File: config.mk
export PLATFORM = sky130hd
export DESIGN_NAME = calc_arbiter
export DESIGN_NICKNAME = d
export VERILOG_FILES = /design/src/rtl/calc_arbiter.sv
export SDC_FILE = /design/constraint.sdc
export NUM_CORES = 1
export LEC_CHECK = 0
export ABC_CLOCK_PERIOD_IN_PS = 11600
export BUFFER_PORTS_ARGS = -buffer_cell sky130_fd_sc_hd__buf_2
export CORE_ASPECT_RATIO = 0.5
export CORE_MARGIN = 3
export CORE_UTILIZATION = 39
export DETAILED_ROUTE_END_ITERATION = 7
export MAX_ROUTING_LAYER = met4
export PLACE_DENSITY_LB_ADDON = 0.15
export SYNTH_ARGS = -nofsm -noshare
export SYNTH_HDL_FRONTEND = slang
export SYNTH_SLANG_ARGS = --single-unit
File: constraint.sdc
create_clock -name clk -period 11.6 [get_ports clk]
set_input_delay 1.16 -clock clk [delete_from_list [all_inputs] [get_ports clk]]
set_output_delay 1.16 -clock clk [all_outputs]
set_load 0.05 [all_outputs]
File: src/rtl/calc_arbiter.sv
// calc_arbiter: shares one comb_calc datapath between two requesters with
// round-robin arbitration and a single registered, ID-tagged response channel.
// Optional build macro: CALC_OVF_COUNT_EN adds an 8-bit saturating counter of
// overflowing responses (output ovf_count).

// comb_calc: purely combinational two's-complement add/sub/abs unit.
module comb_calc #(
  parameter int W = 16
) (
  input  logic [2:0]   i_op,
  input  logic [W-1:0] i_a,
  input  logic [W-1:0] i_b,
  output logic [W-1:0] o_r,
  output logic         o_ovf
);
  localparam logic [W-1:0] MOST_NEG = {1'b1, {(W-1){1'b0}}};

  logic [W-1:0] w_x;
  logic [W-1:0] w_y;
  logic [W-1:0] w_sum;
  logic [W-1:0] w_diff;
  logic [W-1:0] w_abs_src;

  // op[2] swaps operand order for add/sub and selects A (vs B) for abs
  always_comb begin
    w_x       = i_op[2] ? i_b : i_a;
    w_y       = i_op[2] ? i_a : i_b;
    w_abs_src = i_op[2] ? i_a : i_b;
    w_sum     = w_x + w_y;
    w_diff    = w_x - w_y;
    o_r       = '0;
    o_ovf     = 1'b0;
    if (i_op[1]) begin
      // abs: negating the most-negative value wraps back to itself
      o_r   = w_abs_src[W-1] ? (~w_abs_src + 1'b1) : w_abs_src;
      o_ovf = (w_abs_src == MOST_NEG);
    end else if (i_op[0]) begin
      o_r   = w_diff;
      o_ovf = (w_x[W-1] != w_y[W-1]) && (w_diff[W-1] != w_x[W-1]);
    end else begin
      o_r   = w_sum;
      o_ovf = (w_x[W-1] == w_y[W-1]) && (w_sum[W-1] != w_x[W-1]);
    end
  end
endmodule

module calc_arbiter #(
  parameter int W = 16
) (
  input  logic         clk,
  input  logic         reset,
  input  logic [1:0]   req_valid,
  output logic [1:0]   req_ready,
  input  logic [2:0]   req0_op,
  input  logic [W-1:0] req0_a,
  input  logic [W-1:0] req0_b,
  input  logic [2:0]   req1_op,
  input  logic [W-1:0] req1_a,
  input  logic [W-1:0] req1_b,
  output logic         resp_valid,
  input  logic         resp_ready,
  output logic         resp_id,
  output logic [W-1:0] resp_r,
  output logic         resp_ovf,
`ifdef CALC_OVF_COUNT_EN
  output logic [7:0]   ovf_count,
`endif
  output logic         busy
);
  localparam logic [1:0] S_IDLE = 2'd0;
  localparam logic [1:0] S_EXEC = 2'd1;
  localparam logic [1:0] S_RESP = 2'd2;

  logic [1:0]   r_state;
  logic         r_last_grant;
  logic [2:0]   r_op_q;
  logic [W-1:0] r_a_q;
  logic [W-1:0] r_b_q;
  logic         r_id_q;
  logic         r_resp_valid;
  logic         r_resp_id;
  logic [W-1:0] r_resp_r;
  logic         r_resp_ovf;

  logic         w_grant_id;
  logic         w_accept;
  logic [W-1:0] w_calc_r;
  logic         w_calc_ovf;

  // Round-robin pick: on a tie the requester that did not win last time goes.
  // Reset is folded in so req_ready is low while reset is held.
  always_comb begin
    if (req_valid == 2'b11) begin
      w_grant_id = ~r_last_grant;
    end else begin
      w_grant_id = req_valid[1];
    end
    w_accept  = (r_state == S_IDLE) && (|req_valid) && !reset;
    req_ready = w_accept ? (w_grant_id ? 2'b10 : 2'b01) : 2'b00;
  end

  // The datapath sees only the latched operands, never the live requester inputs
  comb_calc #(.W(W)) u_calc (
    .i_op  (r_op_q),
    .i_a   (r_a_q),
    .i_b   (r_b_q),
    .o_r   (w_calc_r),
    .o_ovf (w_calc_ovf)
  );

  // Control FSM: accept in IDLE, register the result in EXEC, hold it in RESP
  always_ff @(posedge clk or posedge reset) begin
    if (reset) begin
      r_state      <= S_IDLE;
      r_last_grant <= 1'b1;
      r_op_q       <= '0;
      r_a_q        <= '0;
      r_b_q        <= '0;
      r_id_q       <= 1'b0;
      r_resp_valid <= 1'b0;
      r_resp_id    <= 1'b0;
      r_resp_r     <= '0;
      r_resp_ovf   <= 1'b0;
    end else begin
      case (r_state)
        S_IDLE: begin
          if (w_accept) begin
            r_op_q       <= w_grant_id ? req1_op : req0_op;
            r_a_q        <= w_grant_id ? req1_a  : req0_a;
            r_b_q        <= w_grant_id ? req1_b  : req0_b;
            r_id_q       <= w_grant_id;
            r_last_grant <= w_grant_id;
            r_state      <= S_EXEC;
          end
        end
        S_EXEC: begin
          r_resp_r     <= w_calc_r;
          r_resp_ovf   <= w_calc_ovf;
          r_resp_id    <= r_id_q;
          r_resp_valid <= 1'b1;
          r_state      <= S_RESP;
        end
        S_RESP: begin
          if (r_resp_valid && resp_ready) begin
            r_resp_valid <= 1'b0;
            r_state      <= S_IDLE;
          end
        end
        default: begin
          r_state <= S_IDLE;
        end
      endcase
    end
  end

`ifdef CALC_OVF_COUNT_EN
  logic [7:0] r_ovf_count;

  // Count consumed overflowing responses, saturating at all-ones
  always_ff @(posedge clk or posedge reset) begin
    if (reset) begin
      r_ovf_count <= 8'd0;
    end else if (r_resp_valid && resp_ready && r_resp_ovf && (r_ovf_count != 8'hFF)) begin
      r_ovf_count <= r_ovf_count + 8'd1;
    end
  end

  assign ovf_count = r_ovf_count;
`endif

  assign resp_valid = r_resp_valid;
  assign resp_id    = r_resp_id;
  assign resp_r     = r_resp_r;
  assign resp_ovf   = r_resp_ovf;
  assign busy       = (r_state != S_IDLE);
endmodule
# Word level (Yosys, flattened, before mapping)
# Cells that the tools add are included.
dict set report op_classes {
  div 0
  reduce_logical 13
  shift 0
  bitwise 2
  multipliers 0
  eq_ne 10
  add_sub_neg 3
  mux 18
  magnitude_cmp 0
}
# operator n
set op_table {}
lappend op_table {{$mux 16} 7}
lappend op_table {{$add 16x1->16 const B} 1}
lappend op_table {{$add 16x16->16} 1}
lappend op_table {{$eq 16x16->1 const B} 1}
lappend op_table {{$not 16->16} 1}
lappend op_table {{$sub 16x16->16} 1}
lappend op_table {{$mux 2} 4}
lappend op_table {{$pmux 2 s3} 1}
lappend op_table {{$reduce_and 2->1} 3}
lappend op_table {{$logic_and 1x1->1} 5}
lappend op_table {{$eq 2x2->1 const B} 2}
lappend op_table {{$mux 1} 4}
lappend op_table {{$ne 2x2->1 const B} 2}
lappend op_table {{$reduce_bool 2->1} 2}
lappend op_table {{$mux 3} 1}
lappend op_table {{$ne 1x1->1} 3}
lappend op_table {{$eq 2x1->1 const B} 1}
lappend op_table {{$logic_not 2->1} 1}
lappend op_table {{$pmux 1 s2} 1}
lappend op_table {{$reduce_or 2->1} 1}
lappend op_table {{$eq 1x1->1} 1}
lappend op_table {{$logic_not 1->1} 1}
lappend op_table {{$not 1->1} 1}
dict set report totals {
  n_memories 0
  regBits 58
  latch_bits 0
  output_inout_bits 22
  input_bits 75
  mem_bits_ro 0
  ramBits 0
}

# Longest topological paths before layout
# Gate-level depths: netlist of run 1.
dict set report logic_depth {
  word_depth 6
  ltp_mapped 18
  mapped_depth_nobuf 13
}

# By module
# From an unflattened synthesis of run 1, not the netlist that was laid out.
dict set report hier_totals {
  hier_cells 607
  hier_area_um2 5487.8
}
# mod area_per_inst_um2 seq_area_each_um2 cells_each instances
set modules_own_cells {}
lappend modules_own_cells {calc_arbiter 2766.4 1452.6 223 1}
lappend modules_own_cells {comb_calc 2721.4 0.0 384 1}

# Least setup slack after synthesis of run 1
# No wires, ideal clock.
dict set report synth_timing {
  path_type {register -> register}
  from {register r_op_q[2]}
  to {register r_resp_ovf, in the netlist resp_ovf}
  arrival_time_ps 3759
  synth_period_minus_slack_ps 3895
  setup_slack_ps 7705
  stages_incl_launch_ff 16
  cell_sequence {dfrtp_1 > buf_2 > buf_2 > buf_2 > buf_2 > buf_2 > mux2_2 > ha_1 > clkbuf_1 > nor3_1 > nand2_1 > a2111oi_0 > o41ai_1 > and4b_1 > nor4b_1 > a21oi_1}
}
dict set report synth_via {
  elab_chain_len 6
  elab_cells_between_ends 13
}
# element line
set synth_lines {}
lappend synth_lines {{from (decl)} 76} ;# logic [2:0] r_op_q;
lappend synth_lines {{from (signal assigned)} 128} ;# r_op_q <= w_grant_id ? req1_op : req0_op;
lappend synth_lines {{$mux 16, on equally long branches} {26, 27, 28}}
lappend synth_lines {{$add 16x16->16 / $sub 16x16->16 (equally long branches)} {29, 30}}
lappend synth_lines {{$ne 1x1->1, on equally long branches} {42, 39}}
lappend synth_lines {{$logic_and 1x1->1, on equally long branches} {42, 39}}
lappend synth_lines {{$mux 1} 37} ;# end else if (i_op[0]) begin
lappend synth_lines {{$mux 1 *} 33} ;# if (i_op[1]) begin
lappend synth_lines {{to (signal assigned)} 138} ;# r_resp_ovf <= w_calc_ovf;
lappend synth_lines {{to (decl)} 83} ;# logic r_resp_ovf;
# Mark *: on every way between the ends. The rest lies on a longest branch, timed or not.
# A chain may end at the register's enable or synchronous reset.

# Worst setup path in the final report of run 1
# Ends and elaborated chain as after synthesis.

==> metrics.md, run 1 <==
| Metric | Value |
|---|---|
| Syn_nets | `695` |
| Via count | `4399` |
| Seq/Total Area, Yosys | `29.7%` |
| Reg2Reg Depth | `10` |
| Share of layout cells above drive strength 1 | `22.1%` |
| Fin Setup TNS | `0 ns` |
| Async set-reset flop share out of synthesis | `100%` |
| Layout net count | `775` |
| Max-slew violation count | `0` |
| Critical Path Start | `r_op_q[2]` |
| HPWL after DPL | `10500 microns` |
| Status | `completed` |
| Die Width | `164 microns` |
| Cts hold-fix bufs | `0` |
| Clock sink total | `58` |
| Main combinational cell family by area after synthesis | `compound AO/OA/AOI/OAI gates` |
| Worst flop-to-flop path endpoint | `resp_ovf` |
| Minimum clock period | `4.05 ns` |
| Post-Syn Area | `4900 sq um` |
| Synth unique cells | `62` |
| Max_cap viols | `0` |
| Vias in the first global route | `3978` |
| Compound-Gate Fraction of Synth Area | `22.0%` |
| Endpoints failing hold | `0` |
| Postcts setup bufs | `0` |
| DR iter-0 viols | `429` |
| Clk buf depth | `2` |
| Clk_skew | `0.00804 ns` |
| Avg Synthesized Cell Area | `8.33 sq um` |
| Critical Path AT | `4.26 ns` |
| Syn. warnings | `0` |
| Initial antenna violation count | `1` |
| Total Routing Usage GR | `21.0%` |
| Setup crit end | `resp_ovf` |
| R2r setup slk | `7.55 ns` |
| WS Path Type | `reg2reg` |
| Vias per inst | `5.24` |
| Die Height | `85.2 microns` |
| Core box area | `12000 sq um` |
| CP startpoint kind | `flip-flop` |
| FF/Latch Area | `1450 sq um` |
| CP Capture Type | `flip-flop` |
| Largest net degree at the start of global routing | `76` |
| Post-synthesis mux area share | `14.4%` |
| Data required, critical path | `11.81 ns` |
| Post-synthesis adder-cell area fraction | `8.48%` |
| Clock root buffer | `clkbuf_16` |
| Reg clk slew, reported paths | `0.06 ns` |
| Finished Cell Area | `5800 sq um` |
| IO buf count | `96` |
| Routability Congestion | `0.921` |
| Predominant post-synthesis flop cell | `dfrtp_1` |
| Total grt overflow | `0` |
| Post-synth top area share | `29.1%` |
| Area growth from synthesis to layout | `18.5%` |
| Simple-gate share of the synthesized area | `15.4%` |
| Final count of negative-setup-slack endpoints | `0` |
| Synth area leader | `dfrtp_1` |
| Actual slew at the worst max-slew pin | `1.00 ns` |
| WL final | `13600 microns` |
| Unrepaired setup endpoints after global routing | `no` |
| CTS tree | `done` |
| Skew-Pair Late Insertion Delay | `0.34 ns` |
| Worst rel slew slack | `33.1%` |
| Post-CTS Resized | `0` |
| DR WL/cell | `16.2 microns` |
| IO Pins | `97` |
| Maximum fanout along the worst path | `49` |
| CTS Buf Count | `9` |
| Largest cells by area after synthesis | `dfrtp_1, mux2i_1, ha_1` |
| Hold Path Class | `reg2reg` |
| Final period utilization | `34.9%` |
| Xor and xnor area share after synthesis | `4.83%` |
| Synthesized instance count | `588` |
| DP Area | `5520 sq um` |
| Number of synthesized flops with an enable pin | `0` |
| Area of the multi-input gates | `3210 sq um` |
| Initial Util | `40.7%` |
| DRC viols | `0` |
| Die footprint | `14000 sq um` |
| Max Freq | `247 MHz` |
| H-tree levels | `3` |
| Initial DRT Pass Iterations | `5` |
| First-pass GRT wire length | `22000 microns` |
| Core Rows | `28` |
| Synthesis-stage register bit count | `58` |
| DRT antenna net count | `0` |
| Fillers | `1181` |
| Worst r2r src | `r_op_q[2]` |
[cells by family after synthesis]
logic type      count (synthesis)
compound gates                178
xor+xnor                       27
fa+ha+maj                      32
buf+inv                        67
flops                          58
mux                            68
simple gates                  158
[sequential cells by signal (all words and copies together), names as in the netlist]
signal and cells:
r_a_q 16, r_b_q 16, resp_r 16, r_op_q 3
r_state 2, r_id_q 1, r_last_grant 1, resp_id 1
resp_ovf 1, resp_valid 1
[metrics by stage]
stage,hold slack (ns),cells,worst slack (ns),utilization [%]
3_5_place_dp,0.452,822,7.62,45.9
6_report,0.459,840,7.55,48.3
3_3_place_gp,0.451,822,7.75,45.9
4_1_cts,0.465,838,7.60,48.2
2_1_floorplan,0.439,588,7.70,-
5_1_grt,0.502,839,7.20,48.2
[cells in the mapped netlist, drive strengths merged, types with 2 or more instances]
cell / instances
a221o: 2
nor3: 13
nor2: 32
and2: 2
nor4b: 2
a211o: 2
nand2b: 8
xnor2: 22
mux2i: 53
o21bai: 2
fa: 2
o22ai: 2
a21o: 6
a21oi: 37
or2: 4
o41ai: 2
a31oi: 5
o21a: 5
o31ai: 9
dfrtp: 57
xor2: 5
a311oi: 2
nor2b: 10
nand2: 67
ha: 30
a211oi: 5
nor4: 4
buf: 10
mux2: 15
or3: 5
o311ai: 2
o21ai: 78
inv: 34
clkbuf: 23
nand3: 5
o211ai: 10
[layout make-up]
cell class / count / share of cell area [%]
diodes: 2 / 0.0863
multi-input cells: 463 / 55.3
clock inverters: 5 / 0.518
inverters: 34 / 2.20
repair buffers: 102 / 9.06
clock buffers: 11 / 4.19
flip-flops and latches: 58 / 25.1
well taps: 165 / 3.56
[worst max-delay path, stage by stage, from the launching register on]
cell and delay (ns):
dfrtp_2 1.03, mux2i_1 0.70, ha_1 0.35, nor2b_1 0.15, o31ai_1 0.31, a21oi_1 0.21, a41oi_1 0.35, o22ai_1 0.21
o2111a_1 0.29, o31ai_1 0.26, a21oi_1 0.06
[how the worst min path moves through the flow]
stage,to,cells past startpoint,from,slack [ns]
finish,resp_r[14],2,resp_r[14],0.46
global route,resp_id,2,resp_id,0.50
CTS,resp_r[14],2,resp_r[14],0.46
detailed placement,resp_r[14],2,resp_r[14],0.45
global placement,resp_r[14],2,resp_r[14],0.45
floorplan,resp_id,2,r_id_q,0.44
[placed cells by master, fill, tap and decap left out, drive strengths merged, types with 3 or more instances in the layout]
master	Yosys	routed
ha	30	30
mux2	15	15
dfrtp	57	57
clkbuf	23	11
buf	10	102
nor3	13	13
xnor2	22	22
o21a	5	5
mux2i	53	53
a21o	6	6
inv	34	34
nand2	67	67
or2	4	4
o21ai	78	78
nor2b	10	10
nand2b	8	8
nand3	5	5
clkinv	0	3
a31oi	5	5
o31ai	9	9
xor2	5	5
a21oi	37	37
or3	5	5
nor4	4	4
a211oi	5	5
nor2	32	32
o211ai	10	10
[metal layers]
| metal | share of wire (%) | up-vias | wire [microns] | track usage, % |
|---|---|---|---|---|
| met4 | 0.91 | 0 | 124 | 4.41 |
| li1 | - | 2267 | - | - |
| met2 | 35 | 166 | 4720 | 23.5 |
| met3 | 8.3 | 13 | 1140 | 5.46 |
| met1 | 56 | 1953 | 7670 | 35.3 |
| met5 | 0 | - | 0 | - |
Power of run 1 is not shown: default switching activity piles up to over one toggle a cycle in this logic, so the estimate is an artifact.
==> inputs of run 2 (changes only) <==
--- a/config.mk
+++ b/config.mk
@@ -5,7 +5,8 @@
 export SDC_FILE = /design/constraint.sdc
 export NUM_CORES = 1
 export LEC_CHECK = 0
-export ABC_CLOCK_PERIOD_IN_PS = 11600
+export ABC_AREA = 1
+export ABC_CLOCK_PERIOD_IN_PS = 4200
 export BUFFER_PORTS_ARGS = -buffer_cell sky130_fd_sc_hd__buf_2
 export CORE_ASPECT_RATIO = 0.5
 export CORE_MARGIN = 3
==> constraint.sdc (replaced) <==
create_clock -name clk -period 4.2 [get_ports clk]
set_input_delay 0.42 -clock clk [delete_from_list [all_inputs] [get_ports clk]]
set_output_delay 0.42 -clock clk [all_outputs]
set_load 0.05 [all_outputs]
==> run 2 against run 1 <==
Clock skew shrank 0.0016 ns. Largest cell class unchanged. Register-to-register slack got worse by 6.5 ns. Cell count increased by 31%. Utilization is 0.71 points lower. Global-route usage is 3.1 points higher.
==> metrics.md, run 2 <==
| Metric | Value |
|---|---|
| Post-synthesis mux area share | `0%` |
| Status | `completed` |
| Simple-gate share of the synthesized area | `38.6%` |
| Ant diodes | `0` |
| DRT antenna net count | `0` |
| Number of synthesized flops with an enable pin | `0` |
| Largest net degree at the start of global routing | `40` |
| CTS Buf Count | `9` |
| Syn_nets | `955` |
| Actual slew at the worst max-slew pin | `0.814 ns` |
| CP Capture Type | `flip-flop` |
| Predominant post-synthesis flop cell | `dfrtp_1` |
| Layout net count | `1033` |
| Hold Path Class | `in2async` |
| Initial DRT Pass Iterations | `5` |
| Core Rows | `29` |
| Initial antenna violation count | `0` |
| Share of layout cells above drive strength 1 | `16.8%` |
| CP startpoint kind | `flip-flop` |
| Skew-Pair Late Insertion Delay | `0.33 ns` |
| IO buf count | `96` |
| Total Routing Usage GR | `24.2%` |
| Commonest non-fill, non-tap cell in the layout | `nand2_1` |
| Most common cell in the netlist | `nand2_1` |
| Clock sink total | `58` |
| Cells after DPL | `1085` |
| Compound-Gate Fraction of Synth Area | `14.8%` |
| Post-synthesis adder-cell area fraction | `7.86%` |
| Synthesis-stage register bit count | `58` |
| Worst rel slew slack | `45.7%` |
| Vias in the first global route | `5172` |
| Post-CTS Resized | `0` |
| Most frequent CP cell | `nand2_1` |
| Synth unique cells | `37` |
| Post-synth top area share | `27.0%` |
| Seq/Total Area, Yosys | `27.5%` |
| Max_cap viols | `0` |
| Main combinational cell family by area after synthesis | `simple AND/OR/NAND/NOR gates` |
| Buf/Inv on CP | `3` |
| Post-Syn Area | `5280 sq um` |
| DR WL/cell | `15.8 microns` |
| WS Path Type | `reg2reg` |
| Vias per inst | `5.17` |
| Fin Setup TNS | `0 ns` |
| Die Height | `88.3 microns` |
| Slowest-stage cell, CP | `dfrtp_2` |
| H-tree levels | `3` |
| Routability Congestion | `0.984` |
| Final count of negative-setup-slack endpoints | `0` |
| Clk_skew | `0.00640 ns` |
| IO Pins | `97` |
| Cts hold-fix bufs | `0` |
| Synth area leader | `dfrtp_1` |
| Avg Synthesized Cell Area | `6.23 sq um` |
| Data required, critical path | `4.47 ns` |
| Synth top cells by count | `nand2_1, inv_1, nor2_1` |
| Endpoints failing hold | `0` |
| Area growth from synthesis to layout | `16.6%` |
| Maximum fanout along the worst path | `32` |
| Critical path cell sequence | `inv_1, nand2_1, nand2_2, inv_1, ha_1, inv_1, fa_1, nand2_1, nand2_1, nand3_1, nand2_1, nand2_1, nand2_1, nand2_1, nand2_1, nand2_1, nand3_1, o21ai_0, nand2_1, nand2_1` |
| Synthesized instance count | `848` |
| CTS tree | `done` |
| Commonest non-fill, non-tap cells in the layout | `nand2_1, inv_1, buf_2` |
| Cell family with most CP delay | `simple AND/OR/NAND/NOR gates` |
| Fillers | `1367` |
| DRC viols | `0` |
| Max Freq | `318 MHz` |
| Core box area | `13000 sq um` |
| Minimum clock period | `3.14 ns` |
| Via count | `5692` |
| Clock root buffer | `clkbuf_16` |
| Critical Path AT | `3.41 ns` |
| Die footprint | `15100 sq um` |
| Die Width | `171 microns` |
| First-pass GRT wire length | `27500 microns` |
| DR iter-0 viols | `535` |
| Initial Util | `40.8%` |
| Xor and xnor area share after synthesis | `0%` |
| Non-Filler Instances | `1101` |
| Largest cells by area after synthesis | `dfrtp_1, nand2_1, inv_1` |
| Max-slew violation count | `0` |
| Unrepaired setup endpoints after global routing | `no` |
| Syn. warnings | `0` |
| Worst path max stage delay | `0.69 ns` |
| Clk buf depth | `2` |
| HPWL after DPL | `13700 microns` |
| Total grt overflow | `0` |
| WL final | `17400 microns` |
| Reg clk slew, reported paths | `0.06 ns` |
| Final period utilization | `74.8%` |
| Postcts setup bufs | `0` |
| Async set-reset flop share out of synthesis | `100%` |
-- run 2: changes by cell type in the layout (fill, tap and decap cells not counted), sizes merged, moves of 9 or more --
cell    before  now
nand2       67  317
nand3        5   75
inv         34  103
mux2i       53    0
nor2        32   81
o21ai       78   52
a22oi        0   22
xnor2       22    0
mux2        15    0
nor2b       10    0
o211ai      10    0
o31ai        9    0
-- run 2: cell families (layout without fill, tap and decap cells) --
logic type | Yosys count | after routing
compound gates | 129 | 129
fa+ha+maj | 32 | 32
buf+inv | 139 | 222
flops | 58 | 58
simple gates | 490 | 490
-- run 2: cell type report --
class,instances,area (sq um),share of cell area [%]
clock buffers,12,256,4.16
clock inverters,4,73.8,1.20
inverters,103,387,6.28
multi-input cells,651,3240,52.7
flip-flops and latches,58,1450,23.6
well taps,170,213,3.45
repair buffers,103,533,8.65
-- run 2: worst paths after layout --
| path | cells past startpoint | end | slack (ns) | start |
|---|---|---|---|---|
| worst max register to register | 20 | resp_r[8] | 1.06 | r_op_q[2] |
| worst max-delay path | 20 | resp_r[8] | 1.06 | r_op_q[2] |
| worst min-delay path | 2 | r_b_q[11] | 0.13 | reset |
| min in group clk | 3 | r_a_q[12] | 0.29 | req0_a[12] |
| worst min register to register | 2 | r_last_grant | 0.47 | r_last_grant |
| max in group asynchronous | 3 | resp_r[11] | 3.15 | reset |
-- run 2: metrics by stage --
stage | instance area, sq um | setup WS [ns] | hold WS [ns] | utilization (%)
2_1_floorplan | 5280 | 1.58 | 0.448 | -
3_3_place_gp | 5830 | 1.08 | 0.463 | 45.0
3_5_place_dp | 5830 | 1.08 | 0.465 | 45.0
4_1_cts | 6160 | 1.06 | 0.147 | 47.6
5_1_grt | 6160 | 0.634 | 0.168 | 47.6
6_report | 6160 | 1.06 | 0.134 | 47.6
-- run 2: per-layer routing --
metal  routed length, microns  GRT usage [%]  vias to the layer above
li1                         -              -                     2864
met1                     9400           38.4                     2577
met2                     6480           32.2                      237
met3                     1400           3.08                       14
met4                      172           4.34                        0
met5                        0              -                        -
Power of run 2 is left out for the same reason.
==> inputs of run 3 (changes only) <==
--- a/config.mk
+++ b/config.mk
@@ -6,7 +6,7 @@
 export NUM_CORES = 1
 export LEC_CHECK = 0
 export ABC_AREA = 1
-export ABC_CLOCK_PERIOD_IN_PS = 4200
+export ABC_CLOCK_PERIOD_IN_PS = 2590
 export BUFFER_PORTS_ARGS = -buffer_cell sky130_fd_sc_hd__buf_2
 export CORE_ASPECT_RATIO = 0.5
 export CORE_MARGIN = 3
==> constraint.sdc (replaced) <==
create_clock -name clk -period 2.59 [get_ports clk]
set_input_delay 0.259 -clock clk [delete_from_list [all_inputs] [get_ports clk]]
set_output_delay 0.259 -clock clk [all_outputs]
set_load 0.05 [all_outputs]
==> run 3 against run 2 <==
Maximum frequency is 24% higher. Non-clock buffer count rose by 52. Sequential share of layout area down 2.7 points. First-iteration DRC count is 9.9% lower. Critical path depth decreased by 1. Setup slack got worse by 1.0 ns. Count of clock-buffer cells in the layout fell by 2. Final area is 13% higher. Utilization up 6.2 points. Clock skew grew 0.00090 ns. Worst hold slack got worse by 0.11 ns. Sequential cell count did not move. Critical path type unchanged.
==> metrics.md, run 3 (synthesized netlist as in run 2, its figures left out) <==
| Metric | Value |
|---|---|
| Status | `completed` |
| Skew-Pair Late Insertion Delay | `0.33 ns` |
| Clk_skew | `0.00730 ns` |
| Critical path cell sequence | `clkinvlp_4, nand2_2, nand2_2, inv_4, ha_4, inv_1, fa_2, inv_2, nand2_1, nand3_2, buf_4, nand2_1, nand3_1, nand2_1, nand2_1, nand2_1, nand2_2, nand2_1, a21oi_1` |
| Worst path max stage delay | `0.51 ns` |
| Max-slew violation count | `0` |
| Critical Path Start | `r_op_q[2]` |
| Share of layout cells above drive strength 1 | `28.9%` |
| CP startpoint kind | `flip-flop` |
| Worst rel slew slack | `59.7%` |
| Largest net degree at the start of global routing | `37` |
| Initial antenna violation count | `0` |
| Routability Congestion | `0.988` |
| Initial Util | `40.8%` |
| Clock sink total | `58` |
| Final count of negative-setup-slack endpoints | `0` |
| Maximum fanout along the worst path | `6` |
| Slowest-stage cell, CP | `dfrtp_2` |
| R2r setup slk | `0.05 ns` |
| Max_cap viols | `0` |
| Commonest non-fill, non-tap cells in the layout | `nand2_1, buf_2, inv_1` |
| Most frequent CP cell | `nand2_1` |
| Fillers | `1231` |
| Via count | `5976` |
| Die footprint | `15100 sq um` |
| Reg clk slew, reported paths | `0.06 ns` |
| Worst flop-to-flop path endpoint | `resp_r[12]` |
| Total grt overflow | `0` |
| Max Freq | `394 MHz` |
| DR iter-0 viols | `482` |
| Die Width | `171 microns` |
| CTS Buf Count | `9` |
| Worst r2r src | `r_op_q[2]` |
| Commonest non-fill, non-tap cell in the layout | `nand2_1` |
| CTS tree | `done` |
| Layout net count | `1085` |
| Data required, critical path | `2.85 ns` |
| Worst Hold Slack | `0.0239 ns` |
| IO buf count | `96` |
| Core box area | `13000 sq um` |
| Setup crit end | `resp_r[12]` |
| Total Routing Usage GR | `24.2%` |
| HPWL after DPL | `14000 microns` |
| Actual slew at the worst max-slew pin | `0.604 ns` |
| DRC viols | `0` |
| Vias per inst | `5.18` |
| Final period utilization | `97.9%` |
| Reg2Reg Depth | `19` |
| Die Height | `88.3 microns` |
| IO Pins | `97` |
| Ant diodes | `0` |
| Minimum clock period | `2.54 ns` |
| DRT antenna net count | `0` |
| Core Rows | `29` |
| H-tree levels | `3` |
| Area growth from synthesis to layout | `31.8%` |
| Vias in the first global route | `5249` |
| First-pass GRT wire length | `27500 microns` |
| Hold Path Class | `in2async` |
| Initial DRT Pass Iterations | `5` |
| DR WL/cell | `15.7 microns` |
| WS Path Type | `reg2reg` |
| Unrepaired setup endpoints after global routing | `yes` |
| Clock root buffer | `clkbuf_16` |
| Critical Path AT | `2.79 ns` |
| CP Capture Type | `flip-flop` |
| WL final | `18100 microns` |
| Endpoints failing hold | `0` |
| Clk buf depth | `2` |
run 3: changes by cell type in the layout (fill, tap and decap cells not counted), sizes merged:
| cell | delta |
|---|---|
| clkinv | -1 |
| buf | +50 |
| clkinvlp | +4 |
| bufinv | -1 |
run 3: area by class of cell:
| cell class | count | area, sq um | share of cell area, % |
|---|---|---|---|
| clock buffer | 10 | 229 | 3.29 |
| inverter | 103 | 393 | 5.64 |
| tap | 170 | 213 | 3.06 |
| timing repair buffer | 155 | 1010 | 14.5 |
| multi-input combinational | 651 | 3600 | 51.7 |
| sequential | 58 | 1450 | 20.9 |
| clock inverter | 6 | 66.3 | 0.953 |
run 3: how the worst min path moves through the flow:
stage | to | start | slack, ns | cells after the start
after global placement | r_id_q | reset | 0.41 | 2
after detailed placement | r_state[0] | reset | 0.40 | 2
final | resp_id | reset | 0.02 | 2
after CTS | r_a_q[13] | reset | 0.04 | 2
after floorplan | r_state[0] | reset | 0.33 | 1
after global routing | resp_id | reset | 0.06 | 2
run 3: worst max-delay path: cells and delay by family, from the launching register on:
family	cells	cell delay, ns
AO/OA/AOI/OAI	1	0.12
adder cells (fa/ha/maj)	2	0.47
buffers and inverters	5	0.53
flip-flops	1	0.51
AND/OR/NAND/NOR	11	0.81
run 3: per-stage QoR:
stage	std cells	worst slack [ns]	cell area (sq um)	TNS, ns	util (%)
2_1_floorplan	848	0.0207	5290	0	-
3_3_place_gp	1129	-0.159	6200	-0.251	47.9
3_5_place_dp	1129	-0.143	6200	-0.293	47.9
4_1_cts	1145	0.0230	6500	0	50.2
5_1_grt	1153	-0.0673	6960	-0.291	53.7
6_report	1153	0.0536	6960	0	53.7
run 3: what timing repair did:
action,4_1_cts,5_1_grt
setup buffers,0,6
setup endpoints to repair,9,12
resized for setup,4,105
gates cloned,0,2
hold buffers,0,0
pin swaps,0,24
run 3: per-layer routing:
| layer | global-route usage (%) | vias to the layer above | wire (microns) |
|---|---|---|---|
| met5 | - | - | 0 |
| met2 | 31.8 | 269 | 7020 |
| li1 | - | 2968 | - |
| met3 | 2.41 | 24 | 1390 |
| met1 | 38.5 | 2715 | 9460 |
| met4 | 5.74 | 0 | 259 |
Power of run 3 is left out for the same reason.
